## config.mk

```make
export PLATFORM = sky130hd
export DESIGN_NAME = uart_tx
export DESIGN_NICKNAME = d
export VERILOG_FILES = /design/src/rtl/uart_tx.sv
export SDC_FILE = /design/constraint.sdc
export NUM_CORES = 1
export LEC_CHECK = 0
export CORE_ASPECT_RATIO = 1.5
export CORE_MARGIN = 1.5
export CORE_UTILIZATION = 64
export CTS_BUF_LIST = sky130_fd_sc_hd__clkbuf_4 sky130_fd_sc_hd__clkbuf_8
export DETAILED_ROUTE_END_ITERATION = 6
export PLACE_DENSITY_LB_ADDON = 0.05
export SLEW_MARGIN = 20
export SYNTH_ARGS = -nofsm -noshare
export SYNTH_HDL_FRONTEND = slang
export SYNTH_SLANG_ARGS = --single-unit
export TNS_END_PERCENT = 10
```

## constraint.sdc

```tcl
create_clock -name clk -period 8.7 [get_ports clk]
set_input_delay 0.87 -clock clk [delete_from_list [all_inputs] [get_ports clk]]
set_output_delay 0.87 -clock clk [all_outputs]
set_load 0.02 [all_outputs]
```

## src/rtl/uart_tx.sv

```systemverilog
// rtl/uart_tx.sv - FIFO-fed UART transmitter, 8 data bits, optional parity, 1/2 stop bits
module uart_tx #(
    parameter logic [7:0] OVERSAMPLE = 8'd16,
    parameter int         FIFO_DEPTH = 4
) (
    input  logic                          clk,
    input  logic                          rst,
    input  logic [7:0]                    data_i,
    input  logic                          valid_i,
    output logic                          ready_o,
    input  logic [15:0]                   baud_div,
    input  logic [1:0]                    parity,
    input  logic                          stop2,
    output logic                          tx_o,
    output logic                          busy_o,
    output logic [$clog2(FIFO_DEPTH):0]   level_o
);
    localparam int AW = $clog2(FIFO_DEPTH);
    localparam int LW = AW + 1;

    typedef enum logic [2:0] {S_IDLE, S_START, S_DATA, S_PAR, S_STOP} state_t;

    state_t         state_q, state_d;
    logic [15:0]    div_q;
    logic [7:0]     os_q, os_d;
    logic [2:0]     bitn_q, bitn_d;
    logic [7:0]     sh_q, sh_d;
    logic           tx_q, tx_d;
    logic           par_en_q, par_en_d;
    logic           par_bit_q, par_bit_d;
    logic           stop2_q, stop2_d;
    logic           second_q, second_d;

    logic [7:0]     mem_q [FIFO_DEPTH];
    logic [AW-1:0]  wr_q, rd_q;
    logic [LW-1:0]  cnt_q;

    logic           tick, push, pop, load_frame;
    logic [7:0]     head;

    assign tick    = (div_q == 16'd0);
    assign ready_o = (cnt_q != LW'(FIFO_DEPTH));
    assign push    = valid_i && ready_o;
    assign head    = mem_q[rd_q];
    assign tx_o    = tx_q;
    assign busy_o  = (state_q != S_IDLE) || (cnt_q != '0);
    assign level_o = cnt_q;

    always_ff @(posedge clk) begin
        if (rst) begin
            div_q <= 16'd0;
        end else if (tick) begin
            div_q <= baud_div;
        end else begin
            div_q <= div_q - 16'd1;
        end
    end

    always_ff @(posedge clk) begin
        if (push) begin
            mem_q[wr_q] <= data_i;
        end
    end

    always_ff @(posedge clk) begin
        if (rst) begin
            wr_q  <= '0;
            rd_q  <= '0;
            cnt_q <= '0;
        end else begin
            if (push) wr_q <= wr_q + AW'(1);
            if (pop)  rd_q <= rd_q + AW'(1);
            cnt_q <= cnt_q + LW'(push) - LW'(pop);
        end
    end

    always_ff @(posedge clk) begin
        if (rst) begin
            state_q   <= S_IDLE;
            os_q      <= 8'd0;
            bitn_q    <= 3'd0;
            sh_q      <= 8'd0;
            tx_q      <= 1'b1;
            par_en_q  <= 1'b0;
            par_bit_q <= 1'b0;
            stop2_q   <= 1'b0;
            second_q  <= 1'b0;
        end else begin
            state_q   <= state_d;
            os_q      <= os_d;
            bitn_q    <= bitn_d;
            sh_q      <= sh_d;
            tx_q      <= tx_d;
            par_en_q  <= par_en_d;
            par_bit_q <= par_bit_d;
            stop2_q   <= stop2_d;
            second_q  <= second_d;
        end
    end

    always_comb begin
        state_d    = state_q;
        os_d       = os_q;
        bitn_d     = bitn_q;
        sh_d       = sh_q;
        tx_d       = tx_q;
        par_en_d   = par_en_q;
        par_bit_d  = par_bit_q;
        stop2_d    = stop2_q;
        second_d   = second_q;
        load_frame = 1'b0;
        pop        = 1'b0;

        if (tick) begin
            if (state_q == S_IDLE) begin
                tx_d = 1'b1;
                if (cnt_q != '0) load_frame = 1'b1;
            end else if (os_q != 8'd0) begin
                os_d = os_q - 8'd1;
            end else begin
                os_d = OVERSAMPLE - 8'd1;
                case (state_q)
                    S_START: begin
                        tx_d    = sh_q[0];
                        sh_d    = {1'b0, sh_q[7:1]};
                        bitn_d  = 3'd0;
                        state_d = S_DATA;
                    end
                    S_DATA: begin
                        if (bitn_q == 3'd7) begin
                            tx_d    = par_en_q ? par_bit_q : 1'b1;
                            state_d = par_en_q ? S_PAR : S_STOP;
                        end else begin
                            tx_d   = sh_q[0];
                            sh_d   = {1'b0, sh_q[7:1]};
                            bitn_d = bitn_q + 3'd1;
                        end
                    end
                    S_PAR: begin
                        tx_d    = 1'b1;
                        state_d = S_STOP;
                    end
                    S_STOP: begin
                        if (stop2_q && !second_q) begin
                            second_d = 1'b1;
                        end else if (cnt_q != '0) begin
                            load_frame = 1'b1;
                        end else begin
                            state_d = S_IDLE;
                        end
                    end
                    default: state_d = S_IDLE;
                endcase
            end
        end

        // Shared by IDLE and end-of-stop so queued bytes follow with no idle gap.
        if (load_frame) begin
            pop       = 1'b1;
            sh_d      = head;
            par_en_d  = (parity == 2'd1) || (parity == 2'd2);
            par_bit_d = (parity == 2'd2) ? ~^head : ^head;
            stop2_d   = stop2;
            second_d  = 1'b0;
            tx_d      = 1'b0;
            os_d      = OVERSAMPLE - 8'd1;
            state_d   = S_START;
        end
    end
endmodule

```

# Yosys cells after proc, flatten, opt, wreduce, memory -nomap -nowiden
# Memories as Yosys holds them, arrays and structs flattened. A register that Yosys moved wholly into a read port is not among the register bits.
# Cells that the tools add are included.
# word_totals
regBits	50
ramBits	32
in_bits	30
output_inout_bits	6
elab_cells	110
n_memories	1
# classes
n_addsub	7
eq_ne	19
mux	41
bitwise_logic	2
reduce_logical	25
# memory_table
name	depth	width	read_ports	rd_clocked_by_memory_dff	wr	line	rtl
mem_q	4	8	1	1	1	34	logic [7:0] mem_q [FIFO_DEPTH];
# ops
operator	n
8-bit two-way mux	6
1-bit two-way mux	20
3-bit inequality test, second input constant	6
16-bit logical NOT	1
16-bit two-way mux	1
8-bit one-hot mux with 2 select lines	1
16-bit by 1-bit subtractor with 16-bit output, second input constant	1
3-bit two-way mux	5
5-bit AND reduction	3
4-bit two-way mux	3
2-bit inequality test, second input constant	6
3-bit one-hot mux with 4 select lines	1
6-bit AND reduction	2
3-bit nonzero test	3
8-bit nonzero test	1
8-bit XNOR reduction	1
8-bit XOR reduction	1
8-bit by 1-bit subtractor with 8-bit output, second input constant	1
3-bit by 2-bit equality test with 1-bit output, second input constant	2
3-bit equality test, second input constant	2
3-bit one-hot mux with 2 select lines	1
5-bit nonzero test	1
2-bit by 1-bit adder with 2-bit output, second input constant	2
2-bit two-way mux	2
16 further kinds	21

# Depth between registers and ports, before layout
# Gate-level depths: netlist of run 1.
# logic_depth
ltp_word	10
ltp_mapped	13
ltp_nobuf	13

# Worst setup path before layout of run 1
# OpenSTA, ideal clock, no wires.
# synth_path
path_type	register -> register
startpoint	register div_q[9]
endpoint	register cnt_q[2] (netlist: level_o[2])
setup_time_ns	0.128
arrival_time_ns	2.615
slack_ns	5.957
path_stages_with_launch	14
path_buffers	1
period_less_slack_ns	2.743
cell_sequence	dfxtp_1 > or4_1 > buf_2 > nor4_1 > nand3_1 > nor3_1 > ha_1 > inv_1 > ha_1 > inv_1 > fa_1 > xor2_1 > xnor2_1 > nor2_1
# synth_between
elab_chain_cells	4
# synth_lines
item	line	rtl
from (decl)	24	logic [15:0] div_q;
from (signal assigned)	53	div_q <= baud_div;
from (signal assigned)	55	div_q <= div_q - 16'd1;
16-bit logical NOT	41	assign tick = (div_q == 16'd0);
1-bit two-way mux	114	if (tick) begin
via load_frame	38	logic tick, push, pop, load_frame;
1-bit two-way mux	158	if (load_frame) begin
3-bit by 1-bit subtractor with 3-bit output	73	cnt_q <= cnt_q + LW'(push) - LW'(pop);
to (signal assigned)	73	
to (decl)	36	logic [LW-1:0] cnt_q;
# The timed path passes the listed nets, and every way through them passes these cells.
# A chain may end at the register's enable or synchronous reset.

# Worst setup path in the final report of run 1
# Ends and elaborated chain as after synthesis.

==> flow_summary.ini, run 1 <==
[outcome]
status = finished clean

[timing]
clock.fmax_ghz = 0.334
hold_viol = 0
post-route-period-util_pct = 34.4
timing.final.ws_setup_ns = 5.70
fin_skew_ns = 0.00796
setup_viol = 0
setup-tns-final_ns = 0
slew_violations = 0
worst_slew_pin_slew_ns = 0.928
rsz0062_at_grt = false
max-slew-margin-rel_pct = 37.6
min_period_ns = 3.00

[detailed_routing]
drtPass1Iterations = 4
drc_errors = 0
wl_per_cell_um = 15.9
drt_iter0_drc = 134
ant_nets = 0
vias_per_cell = 5.83
wl_um = 7470
vias = 2744

[finish]
layout-drive-gt1-share_pct = 7.77
fin_area_mm2 = 0.00450
syn_to_final_growth_pct = 14.0
n_antenna_cell = 0
fin_nets = 438

[power_and_ir_drop]
vdd_ir_drop_max_v = 0.000173
power.density_mw_per_mm2 = 295
leakage_nw = 1.62

[synthesis]
ys_types = 51
synth.avg_cell_area_um2 = 10.9
ys_warn_count = 0
ys_ff_latch = 84
synth_nets = 408
synth-edff-count = 32
synth_area_mm2 = 0.00395
ys_async_sr_fraction_pct = 0
synth_cells = 364
synth_ff_type = dfxtp_1
seq_area_frac_synth_pct = 50.6

[clock_network]
cts.repair.resized = 0
cts_buffers = 9
cts_htree_levels = 3
cts_sinks = 84
insertion_delay_ns = 0.35
clkSlewWorstSetupHoldPaths_ns = 0.09
max-clock-path-buffers = 2
root_buffer = clkbuf_8
cts_tree = done
cts_hold_buf = 0
post_cts_buffers = 0

[critical_path]
path_cells = or4_1 > nor4_1 > nand3_1 > nor3_1 > ha_1 > inv_1 > ha_1 > inv_1 > fa_1 > xor2_1 > xnor2_1 > nor2_1
crit_arrival_ns = 3.23
critPathCaptureType = flip-flop
cp_slowest_stage_delay_ns = 0.67
critPathLaunchType = flip-flop
crit_type = reg -> reg
cp.required_ns = 8.93
crit_path_max_fanout = 6
slowest_stage = or4_1

[global_route]
grt.total_usage_pct = 25.5
grt_pass1_vias = 2749
grt_max_degree = 47
grt_pass1_wl_um = 12600
antenna_found_initial = 0
grt_overflow = 0

[placement]
dp_slack_ns = 5.65
dpl_cell_area_mm2 = 0.00428
gp_congestion = 0.844
place_hpwl_um = 5120
port_buffers = 35

[worst_hold_path]
hold_class = reg -> reg

[die]
die-area_mm2 = 0.00667
num_rows = 34
initial_core_util_pct = 67.3
die_h_um = 99.3
boundaryPins = 36
die_w_um = 67.2
core_area_mm2 = 0.00587

[job]
drv_cap = 0
## metal layers
layer / track usage (%) / wire (um) / vias to the layer above
met5: 0 / 0 / -
met4: 12.6 / 231 / 0
met3: 4.75 / 277 / 17
met2: 45.1 / 4020 / 62
met1: 28.6 / 2950 / 1285
li1: - / - / 1380
## per-stage QoR
stage / util [%] / hold WS [ns] / std cells / total power, mW
after global placement: 73.0 / 0.442 / 455 / 1.01
final: 76.7 / 0.462 / 471 / 1.33
after CTS: 76.7 / 0.464 / 471 / 1.34
after global routing: 76.7 / 0.485 / 471 / 1.41
after floorplan: - / 0.436 / 364 / 0.914
after detailed placement: 73.0 / 0.452 / 455 / 1.02
## worst max-delay path: cells and delay by family (launching register included)
family | cells | cell delay (ns)
and+or+nand+nor | 5 | 1.36
adders and majority gates | 3 | 0.76
xor gates and xnor gates | 2 | 0.33
buffers and inverters | 2 | 0.09
DFF | 1 | 0.33
## final cells by class
cell class | count | area [um^2]
clock inverter | 7 | 97.6
multi-input combinational | 249 | 1780
inverter | 13 | 48.8
clock buffer | 9 | 124
fill | 419 | 1370
timing repair buffer | 37 | 365
sequential | 84 | 2000
tap | 72 | 90.1
## report_power, final
group          leakage (nW)  total [mW]  switching, mW  internal [mW]
sequential            0.717       0.542         0.0621          0.480
clock                 0.106       0.309          0.146          0.163
combinational         0.802       0.477          0.262          0.216
## worst paths after layout
kind / from / end / slack (ns) / cells past startpoint
worst min-delay path: bitn_q[1] / bitn_q[1] / 0.46 / 2
worst min register to register: bitn_q[1] / bitn_q[1] / 0.46 / 2
worst max register to register: div_q[9] / level_o[2] / 5.70 / 12
worst max-delay path: div_q[9] / level_o[2] / 5.70 / 12
## state kept, by name, indices dropped and copies added (netlist names), named ones only
| register | flops |
|---|---|
| div_q | 16 |
| mem_q | 32 |
| tx_o | 1 |
| level_o | 3 |
| os_q | 8 |
| bitn_q | 3 |
| stop2_q | 1 |
| sh_q | 8 |
| wr_q | 2 |
| par_en_q | 1 |
| rd_q | 2 |
| second_q | 1 |
| par_bit_q | 1 |
| state_q | 3 |
## cells in the mapped netlist (3+ instances only)
cell / number / area share [%]
dfxtp_1: 52 / 26
nor2_1: 50 / 4.7
edfxtp_1: 32 / 24
a211oi_1: 24 / 4.6
nand2_1: 23 / 2.2
a21oi_1: 16 / 2.0
xnor2_1: 15 / 3.3
ha_1: 13 / 4.1
inv_1: 13 / 1.2
xor2_1: 11 / 2.4
mux2i_1: 10 / 2.5
nand3_1: 9 / 1.1
mux4_2: 8 / 4.6
nor3_1: 7 / 0.89
and3_1: 6 / 0.95
clkbuf_1: 6 / 0.57
buf_6: 5 / 1.4
nand2b_1: 4 / 0.63
nand4_1: 4 / 0.63
nor4_1: 4 / 0.63
o21ai_0: 4 / 0.51
or4_1: 4 / 0.76
a311oi_1: 3 / 0.66
buf_2: 3 / 0.38
nand3b_1: 3 / 0.57
nor2b_1: 3 / 0.47
## cells in the final DEF (no fill, tap or decap), types with 13 or more instances in the layout
cell	Yosys	final
a211oi_1	24	24
inv_1	13	13
nor2_1	50	50
xnor2_1	15	15
nand2_1	23	23
a21oi_1	16	16
clkdlybuf4s50_1	0	35
edfxtp_1	32	32
ha_1	13	13
dfxtp_1	52	52
## cell families (layout without fill, tap and decap cells)
family / count (synthesis) / count (layout) / synth area share (%)
simple gates: 130 / 130 / 16.6
flops: 84 / 84 / 50.6
compound gates: 59 / 59 / 10.1
buf+inv: 31 / 66 / 4.40
xor+xnor: 27 / 27 / 6.33
mux: 18 / 18 / 7.09
fa+ha+maj: 15 / 15 / 4.88
Power figures use the tool's default switching activity.
==> run 2: changes to the inputs <==
--- a/config.mk
+++ b/config.mk
@@ -7,7 +7,7 @@
 export LEC_CHECK = 0
 export CORE_ASPECT_RATIO = 1.5
 export CORE_MARGIN = 1.5
-export CORE_UTILIZATION = 64
+export CORE_UTILIZATION = 59
 export CTS_BUF_LIST = sky130_fd_sc_hd__clkbuf_4 sky130_fd_sc_hd__clkbuf_8
 export DETAILED_ROUTE_END_ITERATION = 6
 export PLACE_DENSITY_LB_ADDON = 0.05
==> constraint.sdc (replaced) <==
create_clock -name clk -period 2.95 [get_ports clk]
set_input_delay 0.295 -clock clk [delete_from_list [all_inputs] [get_ports clk]]
set_output_delay 0.295 -clock clk [all_outputs]
set_load 0.02 [all_outputs]
==> flow_summary.ini, run 2 (synthesis results as in run 1) <==
[power_and_ir_drop]
vdd_ir_drop_max_v = 0.000490
power_mw = 3.82
leakage_nw = 1.67
power.density_mw_per_mm2 = 837

[detailed_routing]
wl_per_cell_um = 15.1
vias_per_cell = 5.59
drt_iter0_drc = 106
drc_errors = 0
vias = 2730
drtPass1Iterations = 4
ant_nets = 0
wl_um = 7380

[finish]
n_antenna_cell = 0
layout_common_cells = 52 x dfxtp_1, 50 x nor2_1, 35 x clkdlybuf4s50_1, 32 x edfxtp_1, 24 x a211oi_1
reg_top3 = mem_q x32, div_q x16
regMostFlops = mem_q
fin_nets = 451
mostFrequentLayoutCell = dfxtp_1
largest_reg_flops = 32
layout-drive-gt1-share_pct = 9.95
syn_to_final_growth_pct = 15.3
fin_util_pct = 70.3
fin_area_mm2 = 0.00456
final_cells = 488

[critical_path]
crit_type = reg -> reg
cp_slowest_stage_delay_ns = 0.55
slowest_stage = or4_1
critPathCaptureType = flip-flop
crit_arrival_ns = 3.03
r2r-start = div_q[9]
ff2ff_path_depth = 12
crit_path_max_fanout = 2
critPathLaunchType = flip-flop
reg2reg_to = level_o[2]
path_cells = or4_1 > nor4_1 > nand3_1 > nor3_1 > ha_1 > inv_1 > ha_1 > inv_1 > fa_1 > xor2_1 > xnor2_1 > nor2_1
r2r_slack_ns = 0.17
cp.required_ns = 3.20

[timing]
fin_skew_ns = 0.0107
post-route-period-util_pct = 94.1
setup-tns-final_ns = 0
setup_viol = 0
slew_violations = 0
timing.final.ws_setup_ns = 0.173
rsz0062_at_grt = true
hold_slack_ns = 0.462
worst_slew_pin_slew_ns = 0.785
max-slew-margin-rel_pct = 47.5
hold_viol = 0
clock.fmax_ghz = 0.360
min_period_ns = 2.78

[global_route]
grt_max_degree = 35
antenna_found_initial = 0
grt_pass1_vias = 2737
grt_overflow = 0
grt.total_usage_pct = 22.3
grt_pass1_wl_um = 12400

[worst_hold_path]
min_from = bitn_q[2]
min_path_cells = 2
hold_class = reg -> reg
whs_endpoint = bitn_q[2]

[clock_network]
cts_tree = done
post_cts_buffers = 0
clkSlewWorstSetupHoldPaths_ns = 0.08
cts_buffers = 9
cts_sinks = 84
root_buffer = clkbuf_8
insertion_delay_ns = 0.35
max-clock-path-buffers = 2
cts.repair.resized = 0
cts_htree_levels = 3
cts_hold_buf = 0

[placement]
dpl.cell_count = 472
dpl_cell_area_mm2 = 0.00439
place_hpwl_um = 5430
dp_slack_ns = 0.190
port_buffers = 35
gp_congestion = 0.819

[die]
num_rows = 36
initial_core_util_pct = 60.9
die_w_um = 69.8
core_area_mm2 = 0.00649
boundaryPins = 36
die-area_mm2 = 0.00721
die_h_um = 103

[job]
drv_cap = 0

[outcome]
status = finished clean
-- run 2: per-layer routing --
layer | share of wire [%] | wire, um | vias up | track usage, %
li1 | - | - | 1414 | -
met1 | 40 | 2950 | 1269 | 24.0
met2 | 55 | 4070 | 39 | 42.5
met3 | 2.9 | 217 | 8 | 5.14
met4 | 1.8 | 133 | 0 | 8.88
met5 | 0 | 0 | - | 0
-- run 2: worst max-delay path: cells and delay by family, from the launching register on --
| family | cells | cell delay, ns |
|---|---|---|
| buffers and inverters | 2 | 0.11 |
| flip-flops | 1 | 0.33 |
| XOR/XNOR | 2 | 0.31 |
| AND/OR/NAND/NOR | 5 | 1.19 |
| adder cells (fa/ha/maj) | 3 | 0.76 |
-- run 2: worst max path at each step --
stage | end | slack (ns) | depth (start not counted) | from
floorplan | level_o[2] | 0.21 | 13 | div_q[9]
global placement | level_o[2] | 0.24 | 12 | div_q[9]
detailed placement | level_o[2] | 0.19 | 12 | div_q[9]
CTS | level_o[2] | 0.16 | 12 | div_q[9]
global route | level_o[2] | -0.06 | 12 | div_q[9]
finish | level_o[2] | 0.17 | 12 | div_q[9]
-- run 2: power breakdown --
group	total [mW]	switching, mW	internal (mW)
clock network	0.718	0.381	0.337
registers	1.60	0.186	1.42
logic	1.50	0.785	0.710
total	3.82	1.35	2.46
-- run 2: area by class of cell --
type / count / area (um^2)
Multi-Input combinational cell: 249 / 1780
Inverter: 13 / 48.8
Fill cell: 523 / 1930
Sequential cell: 84 / 2000
Clock inverter: 4 / 15.0
Clock buffer: 12 / 153
Timing Repair Buffer: 50 / 463
Tap cell: 76 / 95.1
==> run 3: changes to the inputs <==
--- a/config.mk
+++ b/config.mk
@@ -9,8 +9,10 @@
 export CORE_MARGIN = 1.5
 export CORE_UTILIZATION = 59
 export CTS_BUF_LIST = sky130_fd_sc_hd__clkbuf_4 sky130_fd_sc_hd__clkbuf_8
+export CTS_CLUSTER_DIAMETER = 30
 export DETAILED_ROUTE_END_ITERATION = 6
 export PLACE_DENSITY_LB_ADDON = 0.05
+export SKIP_LAST_GASP = 1
 export SLEW_MARGIN = 20
 export SYNTH_ARGS = -nofsm -noshare
 export SYNTH_HDL_FRONTEND = slang
==> flow_summary.ini, run 3 (synthesis results as in run 1) <==
[timing]
max-slew-margin-rel_pct = 49.5
timing.final.ws_setup_ns = 0.173
fin_skew_ns = 0.0121
post-route-period-util_pct = 94.1
rsz0062_at_grt = true
clock.fmax_ghz = 0.360
setup_viol = 0
hold_viol = 0
slew_violations = 0
worst_slew_pin_slew_ns = 0.755
min_period_ns = 2.78

[finish]
layout-drive-gt1-share_pct = 9.71
fin_nets = 451
fin_area_mm2 = 0.00455
layout_common_cells = 52 x dfxtp_1, 50 x nor2_1, 35 x clkdlybuf4s50_1, 32 x edfxtp_1, 24 x a211oi_1
reg_top3 = mem_q x32, div_q x16
final_cells = 488
syn_to_final_growth_pct = 15.2
mostFrequentLayoutCell = dfxtp_1
n_antenna_cell = 0
largest_reg_flops = 32
regMostFlops = mem_q

[worst_hold_path]
hold_class = reg -> reg
min_path_cells = 2
min_from = bitn_q[2]

[power_and_ir_drop]
power.density_mw_per_mm2 = 838
sequentialPowerShare_pct = 42.0
p_sw_mw = 1.35
swShare_pct = 35.5
leakage_nw = 1.67
power_mw = 3.82
vdd_ir_drop_max_v = 0.000490
comb_power_share_pct = 39.2
clkPwrFrac_pct = 18.9
p_int_mw = 2.46

[global_route]
antenna_found_initial = 0
grt_max_degree = 35
grt_pass1_wl_um = 12400
gr-usage-met1_pct = 24.0
grt.total_usage_pct = 22.3
grt_busiest_layer = met2
grt_overflow = 0
grt_util_met2_pct = 42.5
grt_use_met3_pct = 5.14
grt_pass1_vias = 2737

[detailed_routing]
wl_um = 7390
ant_nets = 0
drt_iter0_drc = 97
drtPass1Iterations = 4
drc_errors = 0
vias = 2753
wl_per_cell_um = 15.1
vias_per_cell = 5.64

[placement]
dp_slack_ns = 0.190
port_buffers = 35
dpl_cell_area_mm2 = 0.00439
gp_congestion = 0.819
dpl.cell_count = 472
place_hpwl_um = 5430

[critical_path]
crit_start = div_q[9]
ff2ff_path_depth = 12
r2r-start = div_q[9]
critPathTopFamily = simple AND/OR/NAND/NOR gates
crit_type = reg -> reg
cp_slowest_stage_delay_ns = 0.55
crit_path_max_fanout = 2
cp_num_cells = 12
path_cells = or4_1 > nor4_1 > nand3_1 > nor3_1 > ha_1 > inv_1 > ha_1 > inv_1 > fa_1 > xor2_1 > xnor2_1 > nor2_1
critPathLaunchType = flip-flop
critPathCaptureType = flip-flop
path_buf_inv = 2
slowest_stage = or4_1
cp.required_ns = 3.20
crit_arrival_ns = 3.03

[clock_network]
cts_hold_buf = 0
post_cts_buffers = 0
clkSlewWorstSetupHoldPaths_ns = 0.08
cts_buffers = 9
cts_sinks = 84
insertion_delay_ns = 0.35
root_buffer = clkbuf_8
cts_tree = done
cts_htree_levels = 3
cts.repair.resized = 0
max-clock-path-buffers = 2

[die]
die_h_um = 103
initial_core_util_pct = 60.9
core_area_mm2 = 0.00649
num_rows = 36
boundaryPins = 36
die_w_um = 69.8
die-area_mm2 = 0.00721

[outcome]
status = finished clean

[job]
drv_cap = 0
run 3: final timing paths:
check / to / slack, ns
worst max-delay path: level_o[2] / 0.17
worst max register to register: level_o[2] / 0.17
worst min register to register: bitn_q[2] / 0.46
worst min-delay path: bitn_q[2] / 0.46
run 3: power by group through the flow:
stage	combinational, mW	sequential [mW]	clock [mW]
2_1_floorplan	1.10	1.59	0
3_3_place_gp	1.47	1.62	0
3_5_place_dp	1.49	1.63	0
4_1_cts	1.51	1.60	0.735
5_1_grt	1.67	1.63	0.781
6_report	1.50	1.60	0.720
run 3: metrics by stage:
| stage | utilization, % | hold slack, ns | TNS, ns |
|---|---|---|---|
| 2_1_floorplan | - | 0.394 | 0 |
| 3_3_place_gp | 67.6 | 0.447 | 0 |
| 3_5_place_dp | 67.6 | 0.450 | 0 |
| 4_1_cts | 70.2 | 0.461 | 0 |
| 5_1_grt | 70.2 | 0.484 | -0.212 |
| 6_report | 70.2 | 0.462 | 0 |
run 3: final cells by class:
class	count	area, um^2
inverter	13	48.8
clock inverter	4	15.0
multi-input combinational	249	1780
timing repair buffer	50	463
tap	76	95.1
sequential	84	2000
fill	524	1930
clock buffer	12	153
run 3: worst register-to-register path, cell delays in order (launching register included):
cell,delay (ns)
dfxtp_1,0.33
or4_1,0.55
nor4_1,0.27
nand3_1,0.12
nor3_1,0.20
ha_1,0.26
inv_1,0.06
ha_1,0.13
inv_1,0.05
fa_1,0.37
xor2_1,0.17
xnor2_1,0.14
nor2_1,0.05
run 3: layer usage:
metal  routed length [um]  vias to the layer above
met3                  255                        9
met2                 4060                       50
met1                 2940                     1278
met4                  133                        0
met5                    0                        -
li1                     -                     1416
